===== config.mk =====
export PLATFORM = sky130hd
export DESIGN_NAME = prot_status_monitor
export DESIGN_NICKNAME = d
export VERILOG_FILES = /design/src/rtl/prot_status_monitor.sv
export SDC_FILE = /design/constraint.sdc
export NUM_CORES = 1
export LEC_CHECK = 0
export ABC_AREA = 1
export BUFFER_PORTS_ARGS = -buffer_cell sky130_fd_sc_hd__buf_2
export CAP_MARGIN = 40
export CORE_UTILIZATION = 50
export DETAILED_ROUTE_END_ITERATION = 10
export PLACE_DENSITY = 0.64
export SETUP_SLACK_MARGIN = 0.5
export SYNTH_ARGS = -nofsm -noshare
export SYNTH_HDL_FRONTEND = slang
export SYNTH_SLANG_ARGS = --single-unit

===== constraint.sdc =====
create_clock -name clk -period 1.8 [get_ports clk]
set_input_delay 0.36 -clock clk [delete_from_list [all_inputs] [get_ports clk]]
set_output_delay 0.36 -clock clk [all_outputs]
set_load 0.1 [all_outputs]

===== src/rtl/prot_status_monitor.sv =====
// ============================================================================
// Module      : prot_status_monitor
// Description : Debounced relay/fault monitor with trip counting, trip-rate
//               lockout and a small read-back register map.
// Revision    : 1.0 - initial release
// ============================================================================
`default_nettype none

module prot_status_monitor #(
    parameter int FILTER_CYCLES = 4,
    parameter int WINDOW_CYCLES = 1000000,
    parameter int MAX_TRIPS     = 4
) (
    input  logic        clk,
    input  logic        rst_n,
    input  logic        relay_en_in,
    input  logic        fault_in,
    input  logic        clear,
    input  logic        rd_en,
    input  logic [1:0]  rd_addr,
    output logic [15:0] rd_data,
    output logic        rd_valid,
    output logic        trip_irq,
    output logic        lockout,
    output logic        relay_permit
);

    localparam int c_FCNT_W = (FILTER_CYCLES > 1) ? $clog2(FILTER_CYCLES) : 1;
    localparam int c_WIN_W  = (WINDOW_CYCLES > 1) ? $clog2(WINDOW_CYCLES) : 1;
    localparam logic [c_FCNT_W-1:0] c_FCNT_MAX = c_FCNT_W'(FILTER_CYCLES - 1);
    localparam logic [c_WIN_W-1:0]  c_WIN_LAST = c_WIN_W'(WINDOW_CYCLES - 1);

    typedef enum logic [1:0] {
        ST_OFF     = 2'd0,
        ST_ON      = 2'd1,
        ST_TRIPPED = 2'd2,
        ST_LOCKOUT = 2'd3
    } state_t;

    logic [1:0] w_async;
    logic [1:0] w_filt;

    assign w_async = {fault_in, relay_en_in};

    // Bit 0 = relay enable, bit 1 = fault; each gets its own sync + debounce.
    for (genvar i = 0; i < 2; i++) begin : g_filt
        logic                r_meta;
        logic                r_sync;
        logic                r_filt;
        logic [c_FCNT_W-1:0] r_fcnt;

        always_ff @(posedge clk or negedge rst_n) begin
            if (!rst_n) begin
                r_meta <= 1'b0;
                r_sync <= 1'b0;
                r_filt <= 1'b0;
                r_fcnt <= '0;
            end else begin
                r_meta <= w_async[i];
                r_sync <= r_meta;
                if (r_sync != r_filt) begin
                    if (r_fcnt == c_FCNT_MAX) begin
                        r_filt <= r_sync;
                        r_fcnt <= '0;
                    end else begin
                        r_fcnt <= r_fcnt + 1'b1;
                    end
                end else begin
                    r_fcnt <= '0;
                end
            end
        end

        assign w_filt[i] = r_filt;
    end

    state_t              r_state;
    logic [15:0]         r_trip_count;
    logic [3:0]          r_win_trips;
    logic [15:0]         r_off_timer;
    logic [15:0]         r_last_off;
    logic [c_WIN_W-1:0]  r_win_cnt;
    logic                r_trip_irq;
    logic                r_rd_valid;
    logic [15:0]         r_rd_data;

    logic        w_relay_f;
    logic        w_fault_f;
    logic        w_wrap;
    logic        w_trip;
    logic        w_lock_hit;
    logic [3:0]  w_win_base;
    logic [3:0]  w_win_inc;
    logic [15:0] w_rd_mux;

    assign w_relay_f  = w_filt[0];
    assign w_fault_f  = w_filt[1];
    assign w_wrap     = (r_win_cnt == c_WIN_LAST);
    assign w_trip     = (r_state == ST_ON) && (w_fault_f || !w_relay_f);
    // A trip on the wrap cycle counts into the fresh window.
    assign w_win_base = w_wrap ? 4'd0 : r_win_trips;
    assign w_win_inc  = (w_win_base == 4'hF) ? 4'hF : w_win_base + 4'd1;
    assign w_lock_hit = (int'(w_win_inc) >= MAX_TRIPS);

    always_ff @(posedge clk or negedge rst_n) begin
        if (!rst_n) begin
            r_state      <= ST_OFF;
            r_trip_count <= '0;
            r_win_trips  <= '0;
            r_off_timer  <= '0;
            r_last_off   <= '0;
            r_win_cnt    <= '0;
            r_trip_irq   <= 1'b0;
        end else if (clear) begin
            r_state      <= ST_OFF;
            r_trip_count <= '0;
            r_win_trips  <= '0;
            r_off_timer  <= '0;
            r_last_off   <= '0;
            r_win_cnt    <= '0;
            r_trip_irq   <= 1'b0;
        end else begin
            r_trip_irq  <= 1'b0;
            r_win_cnt   <= w_wrap ? '0 : r_win_cnt + 1'b1;
            r_win_trips <= w_win_base;
            case (r_state)
                ST_OFF: begin
                    if (w_relay_f && !w_fault_f) r_state <= ST_ON;
                end
                ST_ON: begin
                    if (w_trip) begin
                        r_trip_irq   <= 1'b1;
                        r_trip_count <= (r_trip_count == 16'hFFFF) ? 16'hFFFF
                                                                   : r_trip_count + 16'd1;
                        r_win_trips  <= w_win_inc;
                        r_off_timer  <= '0;
                        r_state      <= w_lock_hit ? ST_LOCKOUT : ST_TRIPPED;
                    end
                end
                ST_TRIPPED: begin
                    if (w_relay_f && !w_fault_f) begin
                        r_last_off <= r_off_timer;
                        r_state    <= ST_ON;
                    end else if (r_off_timer != 16'hFFFF) begin
                        r_off_timer <= r_off_timer + 16'd1;
                    end
                end
                default: ;
            endcase
        end
    end

    always_comb begin
        w_rd_mux = '0;
        case (rd_addr)
            2'd0:    w_rd_mux = {12'b0, r_state, w_fault_f, w_relay_f};
            2'd1:    w_rd_mux = r_trip_count;
            2'd2:    w_rd_mux = r_last_off;
            default: w_rd_mux = {12'b0, r_win_trips};
        endcase
    end

    always_ff @(posedge clk or negedge rst_n) begin
        if (!rst_n) begin
            r_rd_valid <= 1'b0;
            r_rd_data  <= '0;
        end else begin
            r_rd_valid <= rd_en;
            r_rd_data  <= rd_en ? w_rd_mux : 16'd0;
        end
    end

    assign rd_data      = r_rd_data;
    assign rd_valid     = r_rd_valid;
    assign trip_irq     = r_trip_irq;
    assign lockout      = (r_state == ST_LOCKOUT);
    assign relay_permit = (r_state != ST_LOCKOUT);

endmodule

`default_nettype wire


=== Word level (Yosys, flattened, before mapping) ===
Index checks and enable logic that the tools add are counted.

* $add $sub $neg: 6
* Order comparisons: 1
* Equality and inequality tests: 18
* Multiplexer cells: 33
* Reductions and logical operators: 20

{| class="wikitable"
|+ Operators by type and width
! operator !! count
|-
| $mux W16 || 12
|-
| $pmux W16 S3 || 1
|-
| $mux W20 || 2
|-
| $add A16 B1 Y16 const B || 2
|-
| $pmux W16 S2 || 1
|-
| $add A20 B1 Y20 const B || 1
|-
| $eq A20 B20 Y1 const B || 1
|-
| $mux W4 || 5
|-
| $eq A16 B16 Y1 const B || 1
|-
| $ne A16 B16 Y1 const B || 1
|-
| $mux W2 || 7
|-
| $eq A2 B2 Y1 const B || 5
|-
| $ne A3 B3 Y1 const B || 3
|-
| $reduce_and A2 Y1 || 4
|-
| $reduce_bool A2 Y1 || 4
|-
| $reduce_bool A3 Y1 || 2
|-
| $add A2 B1 Y2 const B || 2
|-
| $add A4 B1 Y4 const B || 1
|-
| $eq A2 B1 Y1 const B || 2
|-
| $eq A4 B4 Y1 const B || 1
|-
| $ge A4 B3 Y1 const B || 1
|-
| $logic_not A2 Y1 || 2
|-
| $mux W1 || 4
|-
| $pmux W2 S2 || 1
|-
| 9 further kinds || 12
|}

* Register bits: 102
* Bits of input ports: 8
* Output and inout port bits: 20

=== Depth between registers and ports, before layout ===
Gate-level depths: netlist (run 1).

* Depth in word-level cells: 9
* Gate-level depth with buffers: 11
* Mapped depth without buffers: 11

=== Least setup slack after synthesis (run 1) ===
No wires, ideal clock.

* Kind: reg-to-output
* From: reg r_state[1]
* To: out lockout
* Data arrival time: 1.856 ns
* Required time: 1.440 ns
* Setup slack: -0.416 ns
* Cell stages (with the launch flop): 3
* Path buffers: 0
* Cell sequence: dfrtp_1 > nand2_1 > inv_1

* Word-level cells in the longest chain between the ends: 1

{| class="wikitable"
|+ RTL lines
! item !! RTL line !! RTL
|-
| from (decl) || 77 || <nowiki>state_t r_state;</nowiki>
|-
| from (signal assigned) || 137 || <nowiki>r_state <= w_lock_hit ? ST_LOCKOUT : ST_TRIPPED;</nowiki>
|-
| $eq A2 B2 Y1 || 176 || <nowiki>assign lockout = (r_state == ST_LOCKOUT);</nowiki>
|-
| to (decl) || 24 || <nowiki>output logic lockout,</nowiki>
|}

Every way passes these cells.

=== Final worst setup path (run 1) ===
* From: reg r_off_timer[9]
* To: reg r_off_timer[8]

* Word-level cells in the longest chain between the ends: 3

{| class="wikitable"
|+ RTL lines
! item !! RTL line !! RTL
|-
| from (decl) || 80 || <nowiki>logic [15:0] r_off_timer;</nowiki>
|-
| from (signal assigned) || 145 || <nowiki>r_off_timer <= r_off_timer + 16'd1;</nowiki>
|-
| $ne A16 B16 Y1 || 144 || <nowiki>end else if (r_off_timer != 16'hFFFF) begin</nowiki>
|-
| $ne A3 B3 Y1 (no line) || -- ||
|-
| $reduce_and A4 Y1 (no line) || -- ||
|}

Every way passes these cells.
A chain may end at the register's enable or synchronous reset.

==> run_results.csv, run 1 <==
group,metric,value,unit
cells_and_area,nets,787,
timing,slew_viol_final,0,
drt,dr.pass1.iters,5,
cts,clk_path_buf_depth,2,
global_routing,grt_pass1_vias,4960,
floorplanning,start_util,51.3,%
yosys,synth.avg_cell_area,7.99,um^2
cells_and_area,diodes,0,
yosys,yosysTopAreaCell,"dfrtp_1",
timing,setup_violations,0,
timing,tightest_slew,0.475,ns
cells_and_area,layout-drive-gt1-share,42.5,%
cts,worstSkewPairLatency,0.40,ns
cts,htree_levels,3,
timing,setup_tns,0,ns
floorplanning,coreArea,10200,um^2
floorplanning,die_w,104,um
drt,drt_drc_violations_left,0,
critical_path,startpoint_type,"flip-flop",
yosys,yosys.cell_count.top_type,"nand2_1",
critical_path,cp_max_fo,8,
status,outcome,"finished clean",
drt,drtIter0Drc,398,
yosys,syn_nets,669,
yosys,synth_top_area_share,48.7,%
yosys,synth_area_leaders,"dfrtp_1, nand2_1, inv_1",
drt,drtAntennaViolNets,0,
yosys,ys_top_cells_by_count,"nand2_1, dfrtp_1, inv_1",
yosys,synth_seq_area_share,48.7,%
floorplanning,fp.dieH,104,um
cts,numClockSinks,102,
yosys,dominantRegCellSynth,"dfrtp_1",
global_routing,grt_overflow,0,
timing,clock.fmax,0.593,GHz
pwr,p_per_area,826,nW/um^2
cells_and_area,fillCellCount,679,
yosys,synthArstFlopShare,100,%
cts,clk_pin_slew_worst_paths,0.11,ns
drt,post_drt_via_cell_ratio,5.63,
yosys,ys_seq_elements,102,
drt,wl_per_cell,17.5,um
timing,grt_setup_unrepaired,"yes",
cells_and_area,final_cells,915,
cts,cts_tree,"done",
critical_path,cp-end-kind,"flip-flop",
critical_path,crit_arrival,1.97,ns
pwr,p_int,4.05,mW
pwr,p_sw,2.27,mW
pwr,combPwrFrac,33.8,%
run,drv_cap,0,
critical_path,cp.required,2.08,ns
timing,relSlewSlack,68.2,%
global_routing,grt_pass1_wl,23900,um
floorplanning,ioPinCount,28,
timing,period_needed,1.69,ns
drt,route.vias.total,5156,
pwr,sw_frac_of_total,35.9,%
timing,hold_slack,0.0567,ns
timing,hold_viol,0,
pwr,ir_drop,0.682,mV
placed_design,gp_congestion,0.906,
yosys,syn-instance-count,656,
yosys,synthDistinctLibCells,36,
cells_and_area,area_growth,45.8,%
floorplanning,core.rowCount,37,
cts,cts_buffers,9,
critical_path,crit_type,"reg2reg",
floorplanning,die-area,10900,um^2
global_routing,globalRouteTotalUtil,27.9,%
placed_design,dp_hpwl,9090,um
yosys,synth-edff-count,0,
pwr,seq_power_share,41.4,%
timing,clock_skew,0.0174,ns
placed_design,portBuffers,27,
pwr,power.leakage,3.31,nW
global_routing,grt_max_degree,38,
drt,finalWirelength,16000,um
yosys,synthesis.area,5240,um^2
cts,cts_root_buf,"clkbuf_8",
placed_design,dp.cells,825,
min_path,hp-class,"in2reg",
global_routing,antenna_found_initial,0,
pwr,pwr-share-clk,24.8,%
yosys,yosys_warnings,0,
timing,period_share,93.7,%
## layout by cell type (no fill, tap or decap), types with 11 or more instances in the layout
cell	synthesis	layout
nand2_1	137	111
dfrtp_1	102	92
buf_4	0	67
inv_1	82	62
nor2_1	64	41
nand3_1	51	29
buf_6	2	26
a21oi_1	28	23
nand2_2	4	21
inv_2	6	19
nor2_4	3	19
o21ai_1	15	19
nand3_2	5	18
nor3_1	26	16
o21ai_2	1	16
buf_8	0	16
o22ai_2	0	13
nor2_2	4	11
o21ai_0	32	11
clkbuf_8	0	11
## power groups by stage
stage / Clock [mW] / Combinational, mW / Sequential (mW)
after floorplan: 0 / 0.842 / 2.76
after global placement: 0 / 1.35 / 2.62
after detailed placement: 0 / 1.37 / 2.63
after CTS: 1.58 / 1.75 / 2.60
after global routing: 1.68 / 2.28 / 2.63
final: 1.57 / 2.14 / 2.62
## stage by stage
step / power (mW) / setup slack [ns] / utilization, % / area, um^2
5_1_grt: 6.59 / 0.0125 / 74.7 / 7650
6_report: 6.32 / 0.113 / 74.7 / 7650
3_3_place_gp: 3.97 / 0.223 / 56.8 / 5810
3_5_place_dp: 4.00 / 0.148 / 56.8 / 5810
4_1_cts: 5.94 / 0.145 / 68.1 / 6970
2_1_floorplan: 3.60 / 0.327 / - / 5410
## critical path, stage by stage (launching register included)
cell     delay, ns
dfrtp_1       0.48
nand2_1       0.16
nor3_2        0.21
nand3_2       0.14
o21ai_4       0.22
a21oi_4       0.08
buf_6         0.16
nand2_2       0.06
o21ai_1       0.07
## sequential cells by signal (all words and copies together) (netlist names)
register / cells
g_filt.r_sync: 2
r_win_cnt: 20
rd_data: 16
rd_valid: 1
r_off_timer: 16
r_win_trips: 4
g_filt.r_meta: 2
g_filt.r_fcnt: 4
g_filt.r_filt: 2
trip_irq: 1
r_trip_count: 16
r_last_off: 16
r_state: 2
## layer usage
| metal | global-route usage (%) | share of wire [%] |
|---|---|---|
| met5 | 0 | 0 |
| met4 | 12.1 | 4.2 |
| met3 | 5.76 | 5.7 |
| met2 | 47.8 | 51 |
| met1 | 33.8 | 39 |
## cell type report
class,instances,area [um^2],share of cell area (%)
Inverter,88,352,4.60
Tap cell,136,170,2.23
Sequential cell,102,2560,33.5
Timing Repair Buffer,124,1240,16.2
Clock inverter,4,55.1,0.720
Clock buffer,12,155,2.03
Multi-Input combinational cell,449,3110,40.6
## cell families after synthesis
| group | Yosys count | synth area share, % |
|---|---|---|
| AOI/OAI and AO/OA | 102 | 10.8 |
| muxes | 1 | 0.215 |
| and+or+nand+nor | 324 | 28.4 |
| DFF | 102 | 48.7 |
| xor gates and xnor gates | 16 | 2.67 |
| buffers and inverters | 106 | 8.06 |
| adders and majority gates | 5 | 1.19 |
## repair_timing
item / in CTS / in global routing
buffers inserted: 44 / 25
pin swaps: 34 / 49
gates resized for setup: 154 / 115
setup endpoints to repair: 92 / 94
gates cloned: 3 / 1
endpoints found under the hold margin: 30 / 0
hold buffers: 1 / 0
## worst paths after layout
| kind | startpoint | to | slack [ns] | cells after the start |
|---|---|---|---|---|
| max | r_off_timer[9] | r_off_timer[8] | 0.11 | 8 |
| min | fault_in | g_filt[1].r_meta | 0.06 | 1 |
| max reg2reg | r_off_timer[9] | r_off_timer[8] | 0.11 | 8 |
| min reg2reg | g_filt[0].r_meta | g_filt[0].r_sync | 0.36 | 0 |
| max in group asynchronous | rst_n | r_win_cnt[6] | 0.76 | 3 |
| min in group asynchronous | rst_n | r_trip_count[1] | 0.45 | 2 |
(Power assumes the default switching activity.)
==> run 2: changes to the inputs <==
Settings changed: ABC_AREA 1 to default, CORE_MARGIN from default to 2.
==> run 2 against run 1 <==
Effect of this change:
- routed wire length shrank 7.5%
- clock skew is 0.0050 ns lower
- area after synthesis decreased by 5.0%
- sequential share of layout area increased by 0.39 points
- register-to-register slack worse by 0.23 ns
- the flow now finishes with violations (negative setup slack)
- fmax down 12%
- hold slack improved by 0.018 ns
- largest cell class unchanged
==> run_results.csv, run 2 <==
group,metric,value,unit
cells_and_area,diodes,0,
cells_and_area,area_growth,51.6,%
critical_path,critPathMaxStageDelay,0.53,ns
cts,numClockSinks,102,
min_path,hp-class,"in2reg",
timing,tightest_slew,0.504,ns
yosys,synth-xor-area-share,2.64,%
cts,cts_buffers,9,
yosys,synth-compound-area-share,13.8,%
critical_path,crit_arrival,2.18,ns
critical_path,cp_max_fo,20,
placed_design,place_area,5970,um^2
timing,relSlewSlack,66.2,%
cts,worstSkewPairLatency,0.39,ns
floorplanning,die_w,104,um
global_routing,globalRouteTotalUtil,26.6,%
pwr,power.leakage,3.06,nW
drt,drtIter0Drc,306,
min_path,min_from,"relay_en_in",
yosys,synth_top_family_by_area,"simple AND/OR/NAND/NOR gates",
timing,setup_violations,25,
cells_and_area,final_cell_area,7550,um^2
timing,hold_viol,0,
critical_path,cp_slowest_cell,"or4_1",
yosys,synth-edff-count,0,
cells_and_area,layout-drive-gt1-share,43.3,%
drt,drt_drc_violations_left,0,
yosys,ys_seq_elements,102,
global_routing,grt_max_degree,34,
critical_path,path_cells,"or4_1 -> or4_4 -> o21bai_4 -> buf_12 -> a21oi_1",
cts,clk_path_buf_depth,2,
cts,htree_levels,3,
yosys,synth_top_area_share,51.2,%
yosys,synth.avg_cell_area,10.5,um^2
global_routing,grt_overflow,0,
yosys,synth_seq_area_share,51.2,%
timing,finalWorstSetupSlack,-0.114,ns
cells_and_area,nets,619,
critical_path,rr_endpoint,"r_win_cnt[18]",
critical_path,reg2regPathDepth,5,
global_routing,antenna_found_initial,0,
global_routing,grt_pass1_vias,4419,
min_path,worstHoldPathCells,1,
yosys,yosysTopAreaCell,"dfrtp_1",
yosys,synth_mux_area_share,4.72,%
floorplanning,die-area,10800,um^2
timing,slew_viol_final,0,
placed_design,portBuffers,27,
drt,finalWirelength,14800,um
placed_design,gp_congestion,0.841,
pwr,ir_drop,0.495,mV
yosys,syn_nets,487,
timing,period_share,106,%
floorplanning,fp.dieH,104,um
yosys,ys_top_cells_by_count,"dfrtp_1, nand2_1, nor2_1",
global_routing,grt_pass1_wl,22700,um
run,drv_cap,0,
cts,clk_pin_slew_worst_paths,0.08,ns
timing,grt_setup_unrepaired,"yes",
critical_path,cp.required,2.07,ns
cells_and_area,largest_reg_flops,20,
timing,clock_skew,0.0124,ns
yosys,yosys_warnings,0,
floorplanning,start_util,51.2,%
yosys,synth_area_leaders,"dfrtp_1, a22o_1, nor2b_1",
drt,wl_per_cell,19.9,um
drt,drtAntennaViolNets,0,
yosys,synthDistinctLibCells,55,
yosys,yosys.cell_count.top_type,"dfrtp_1",
status,outcome,"complete, but fails checks",
cells_and_area,regArea,2560,um^2
yosys,syn-instance-count,474,
status,violations,"negative setup slack",
cts,cts_tree,"done",
cells_and_area,multi_input_area,2940,um^2
yosys,synth-simple-area-share,23.0,%
yosys,synthesis.area,4980,um^2
floorplanning,ioPinCount,28,
critical_path,cp-startpoint,"r_win_cnt[8]",
cells_and_area,fillCellCount,606,
critical_path,cp-end-kind,"flip-flop",
yosys,synth-adder-area-share,1.26,%
critical_path,r2r_start,"r_win_cnt[8]",
placed_design,pre_cts_ws,-0.108,ns
drt,route.vias.total,4490,
drt,dr.pass1.iters,4,
drt,post_drt_via_cell_ratio,6.04,
yosys,dominantRegCellSynth,"dfrtp_1",
critical_path,startpoint_type,"flip-flop",
placed_design,dp_hpwl,8410,um
critical_path,crit_type,"reg2reg",
timing,clock.fmax,0.523,GHz
timing,period_needed,1.91,ns
floorplanning,core.rowCount,36,
min_path,min_to,"g_filt[0].r_meta",
cells_and_area,largest_register,"r_win_cnt",
floorplanning,coreArea,9730,um^2
cts,cts_root_buf,"clkbuf_8",
yosys,synthArstFlopShare,100,%
critical_path,ff2ff_setup_slack,-0.11,ns
pwr,p_per_area,663,nW/um^2
timing,hold_slack,0.0746,ns
cells_and_area,fin_util,77.6,%
cells_and_area,final_cell_mix,"dfrtp_1, buf_4, nor2_1",
cells_and_area,final_common_cell,"dfrtp_1",
-- run 2: cell types whose count changed after synthesis, sizes merged, moves of 11 or more --
cell	before	now
clkbuf	8	22
nor3	30	19
a21oi	29	16
and4	0	11
a22oi	0	12
inv	88	11
nand3	56	17
nor2	71	31
nand2	141	31
o22ai	16	0
a22o	0	16
nor2b	0	19
o21ai	48	7
nand2b	0	12
-- run 2: cell type report --
type,instances,area share [%]
clock buffers,11,1.87
clock inverters,4,0.629
inverters,11,0.729
multi-input cells,332,39.0
flip-flops and latches,102,33.9
well taps,133,2.20
repair buffers,150,21.7
-- run 2: worst max-delay path by stage --
stage	slack (ns)	endpoint	cells past startpoint
final	-0.11	r_win_cnt[18]	5
after detailed placement	-0.11	r_win_cnt[18]	5
after CTS	-0.10	r_win_cnt[18]	5
after global placement	-0.05	r_win_cnt[18]	5
after global routing	-0.17	r_win_cnt[18]	5
after floorplan	-0.04	r_win_cnt[15]	5
-- run 2: timing repair --
action                     4_1_cts  5_1_grt
gates cloned                     4        1
hold buffers                     1        0
setup endpoints to repair       95      109
resized for setup              146       49
pin swaps                       22       27
setup buffers                   35       19
hold endpoints to repair        28        0
-- run 2: power by group --
part	internal [mW]	switching (mW)	total, mW	leakage, nW
Combinational	0.506	0.560	1.07	1.58
Sequential	2.39	0.111	2.50	1.39
Clock	0.669	0.774	1.44	0.0952
Total	3.56	1.45	5.01	3.06
-- run 2: logic make-up (layout without fill, tap and decap cells) --
group | count (synthesis) | count (layout)
adders and majority gates | 5 | 5
muxes | 18 | 18
buffers and inverters | 40 | 176
AOI/OAI and AO/OA | 93 | 93
DFF | 102 | 102
and+or+nand+nor | 201 | 201
xor gates and xnor gates | 15 | 15
-- run 2: through the flow --
step                power [mW]  TNS, ns  std cells
detailed placement        3.24    -2.04        668
finish                    5.01    -2.06        743
CTS                       4.92    -1.74        723
floorplan                 3.03   -0.785        474
global route              5.21    -3.39        743
global placement          3.20   -0.798        668
-- run 2: worst max-delay path: cells and delay by family (launching register included) --
family	cells	cell delay (ns)
AOI/OAI and AO/OA	2	0.23
DFF	1	0.40
and+or+nand+nor	2	0.99
buffers and inverters	1	0.17
-- run 2: metal layers --
layer / share of wire, % / track usage [%]
met5: 0 / 0
met4: 2.5 / 9.56
met3: 4.4 / 6.67
met2: 53 / 45.9
met1: 40 / 32.5
==> run 3: changes to the inputs <==
Settings changed: ABC_AREA from default to 1.
==> run 3 against run 2 <==
Effect of this change:
- setup slack better by 0.26 ns
- non-clock buffer count is 41 lower
- largest cell class unchanged
- flip-flop and latch count stayed put
- largest power group unchanged
- the run now ends clean
- combinational power up 99%
- register-to-register slack improved by 0.26 ns
- sequential share of layout area increased by 1.4 points
- clock skew decreased by 0.0047 ns
==> run_results.csv, run 3 (synthesis gave the netlist of run 1 again) <==
group,metric,value,unit
status,outcome,"finished clean",
drt,dr.pass1.iters,5,
cts,numClockSinks,102,
cts,clk_path_buf_depth,2,
timing,period_share,92.1,%
drt,post_drt_via_cell_ratio,5.47,
placed_design,gp_congestion,0.909,
cts,clk_pin_slew_worst_paths,0.10,ns
cts,worstSkewPairLatency,0.39,ns
run,drv_cap,0,
critical_path,startpoint_type,"flip-flop",
critical_path,cp-end-kind,"primary output",
timing,slew_viol_final,0,
cells_and_area,final_common_cell,"nand2_1",
pwr,p_per_area,882,nW/um^2
timing,relSlewSlack,69.0,%
cells_and_area,final_cell_mix,"nand2_1, dfrtp_1, inv_1",
timing,setup_tns,0,ns
cells_and_area,layout-drive-gt1-share,34.9,%
pwr,power.leakage,3.17,nW
pwr,sw_frac_of_total,35.1,%
placed_design,portBuffers,27,
floorplanning,die_w,106,um
drt,drt_drc_violations_left,0,
pwr,combPwrFrac,33.4,%
pwr,p_int,4.14,mW
critical_path,ff2ff_setup_slack,0.15,ns
placed_design,place_area,5810,um^2
floorplanning,core.rowCount,37,
cells_and_area,largest_reg_flops,20,
critical_path,crit_type,"reg2out",
drt,finalWirelength,14900,um
global_routing,globalRouteTotalUtil,26.8,%
timing,clock.fmax,0.604,GHz
timing,period_needed,1.66,ns
cts,cts_tree,"done",
min_path,hp-class,"in2reg",
cts,htree_levels,3,
global_routing,grt_max_degree,43,
pwr,ir_drop,0.540,mV
pwr,seq_power_share,40.8,%
critical_path,cp_slowest_cell,"dfrtp_2",
timing,setup_violations,0,
cts,cts_root_buf,"clkbuf_8",
cells_and_area,fin_util,70.7,%
global_routing,grt_pass1_vias,4959,
drt,drtAntennaViolNets,0,
cells_and_area,final_cell_area,7240,um^2
critical_path,crit_arrival,1.30,ns
critical_path,cp_max_fo,2,
cells_and_area,area_growth,38.0,%
drt,drtIter0Drc,226,
timing,clock_skew,0.00770,ns
cells_and_area,diodes,0,
drt,wl_per_cell,16.5,um
global_routing,antenna_found_initial,0,
floorplanning,die-area,11300,um^2
global_routing,grt_pass1_wl,23600,um
drt,route.vias.total,4932,
timing,hold_viol,0,
cells_and_area,largest_register,"r_win_cnt",
floorplanning,fp.dieH,106,um
critical_path,path_cells,"buf_6 -> nand2_8 -> clkinvlp_4 -> buf_12",
floorplanning,start_util,51.3,%
cts,cts_buffers,9,
critical_path,critPathMaxStageDelay,0.44,ns
critical_path,path_buf_inv,3,
placed_design,dp_hpwl,9400,um
floorplanning,coreArea,10200,um^2
critical_path,cp_top_family,"flip-flops",
critical_path,cp.required,1.44,ns
floorplanning,ioPinCount,28,
pwr,p_sw,2.24,mW
cells_and_area,nets,774,
pwr,pwr-share-clk,25.8,%
timing,tightest_slew,0.463,ns
global_routing,grt_overflow,0,
timing,grt_setup_unrepaired,"yes",
==> run 3: area by class of cell <==
| cell class | instances | area, um^2 |
|---|---|---|
| multi-input combinational | 450 | 2840 |
| clock inverter | 5 | 82.6 |
| tap | 136 | 170 |
| clock buffer | 11 | 141 |
| timing repair inverter | 1 | 7.51 |
| sequential | 102 | 2560 |
| inverter | 88 | 359 |
| fill | 776 | 3000 |
| timing repair buffer | 109 | 1080 |
==> run 3: final timing paths <==
| kind | startpoint | endpoint | cells past startpoint |
|---|---|---|---|
| hold / removal | fault_in | g_filt[1].r_meta | 1 |
| min in group asynchronous | rst_n | r_trip_count[2] | 2 |
| max in group asynchronous | rst_n | r_trip_count[5] | 3 |
| hold reg to reg | g_filt[1].r_meta | g_filt[1].r_sync | 0 |
| setup / recovery | r_state[0] | lockout | 4 |
| setup reg to reg | r_trip_count[1] | r_trip_count[14] | 11 |
==> run 3: what timing repair did <==
action                                  4_1_cts  5_1_grt
resized for setup                           138       61
pin swaps                                    31       19
buffers inserted                             38       15
endpoints found under the hold margin        23        0
hold buffers                                  1        0
gates cloned                                  5        0
endpoints found under the setup margin       92       93
==> run 3: stage by stage <==
step / hold slack, ns / total power [mW] / worst slack (ns) / std cells
after global placement: 0.300 / 3.95 / 0.167 / 827
after global routing: 0.0632 / 6.64 / 0.0267 / 902
after detailed placement: 0.309 / 4.00 / 0.107 / 827
after floorplan: 0.0644 / 3.60 / 0.327 / 656
after CTS: 0.0579 / 6.17 / 0.156 / 887
final: 0.0781 / 6.38 / 0.143 / 902
==> run 3: power groups by stage <==
stage / Clock [mW] / Sequential (mW) / Combinational (mW)
final: 1.65 / 2.61 / 2.13
after global routing: 1.76 / 2.62 / 2.26
after global placement: 0 / 2.62 / 1.33
after floorplan: 0 / 2.76 / 0.842
after detailed placement: 0 / 2.63 / 1.36
after CTS: 1.69 / 2.60 / 1.89
==> run 3: routing by layer <==
metal  vias to the layer above  share of wire [%]  global-route usage, %
met3                        42                4.2                   5.64
met1                      2394                 41                   31.1
li1                       2367                  -                      -
met4                         0                3.1                   12.2
met2                       129                 52                   47.5
met5                         -                  0                      0
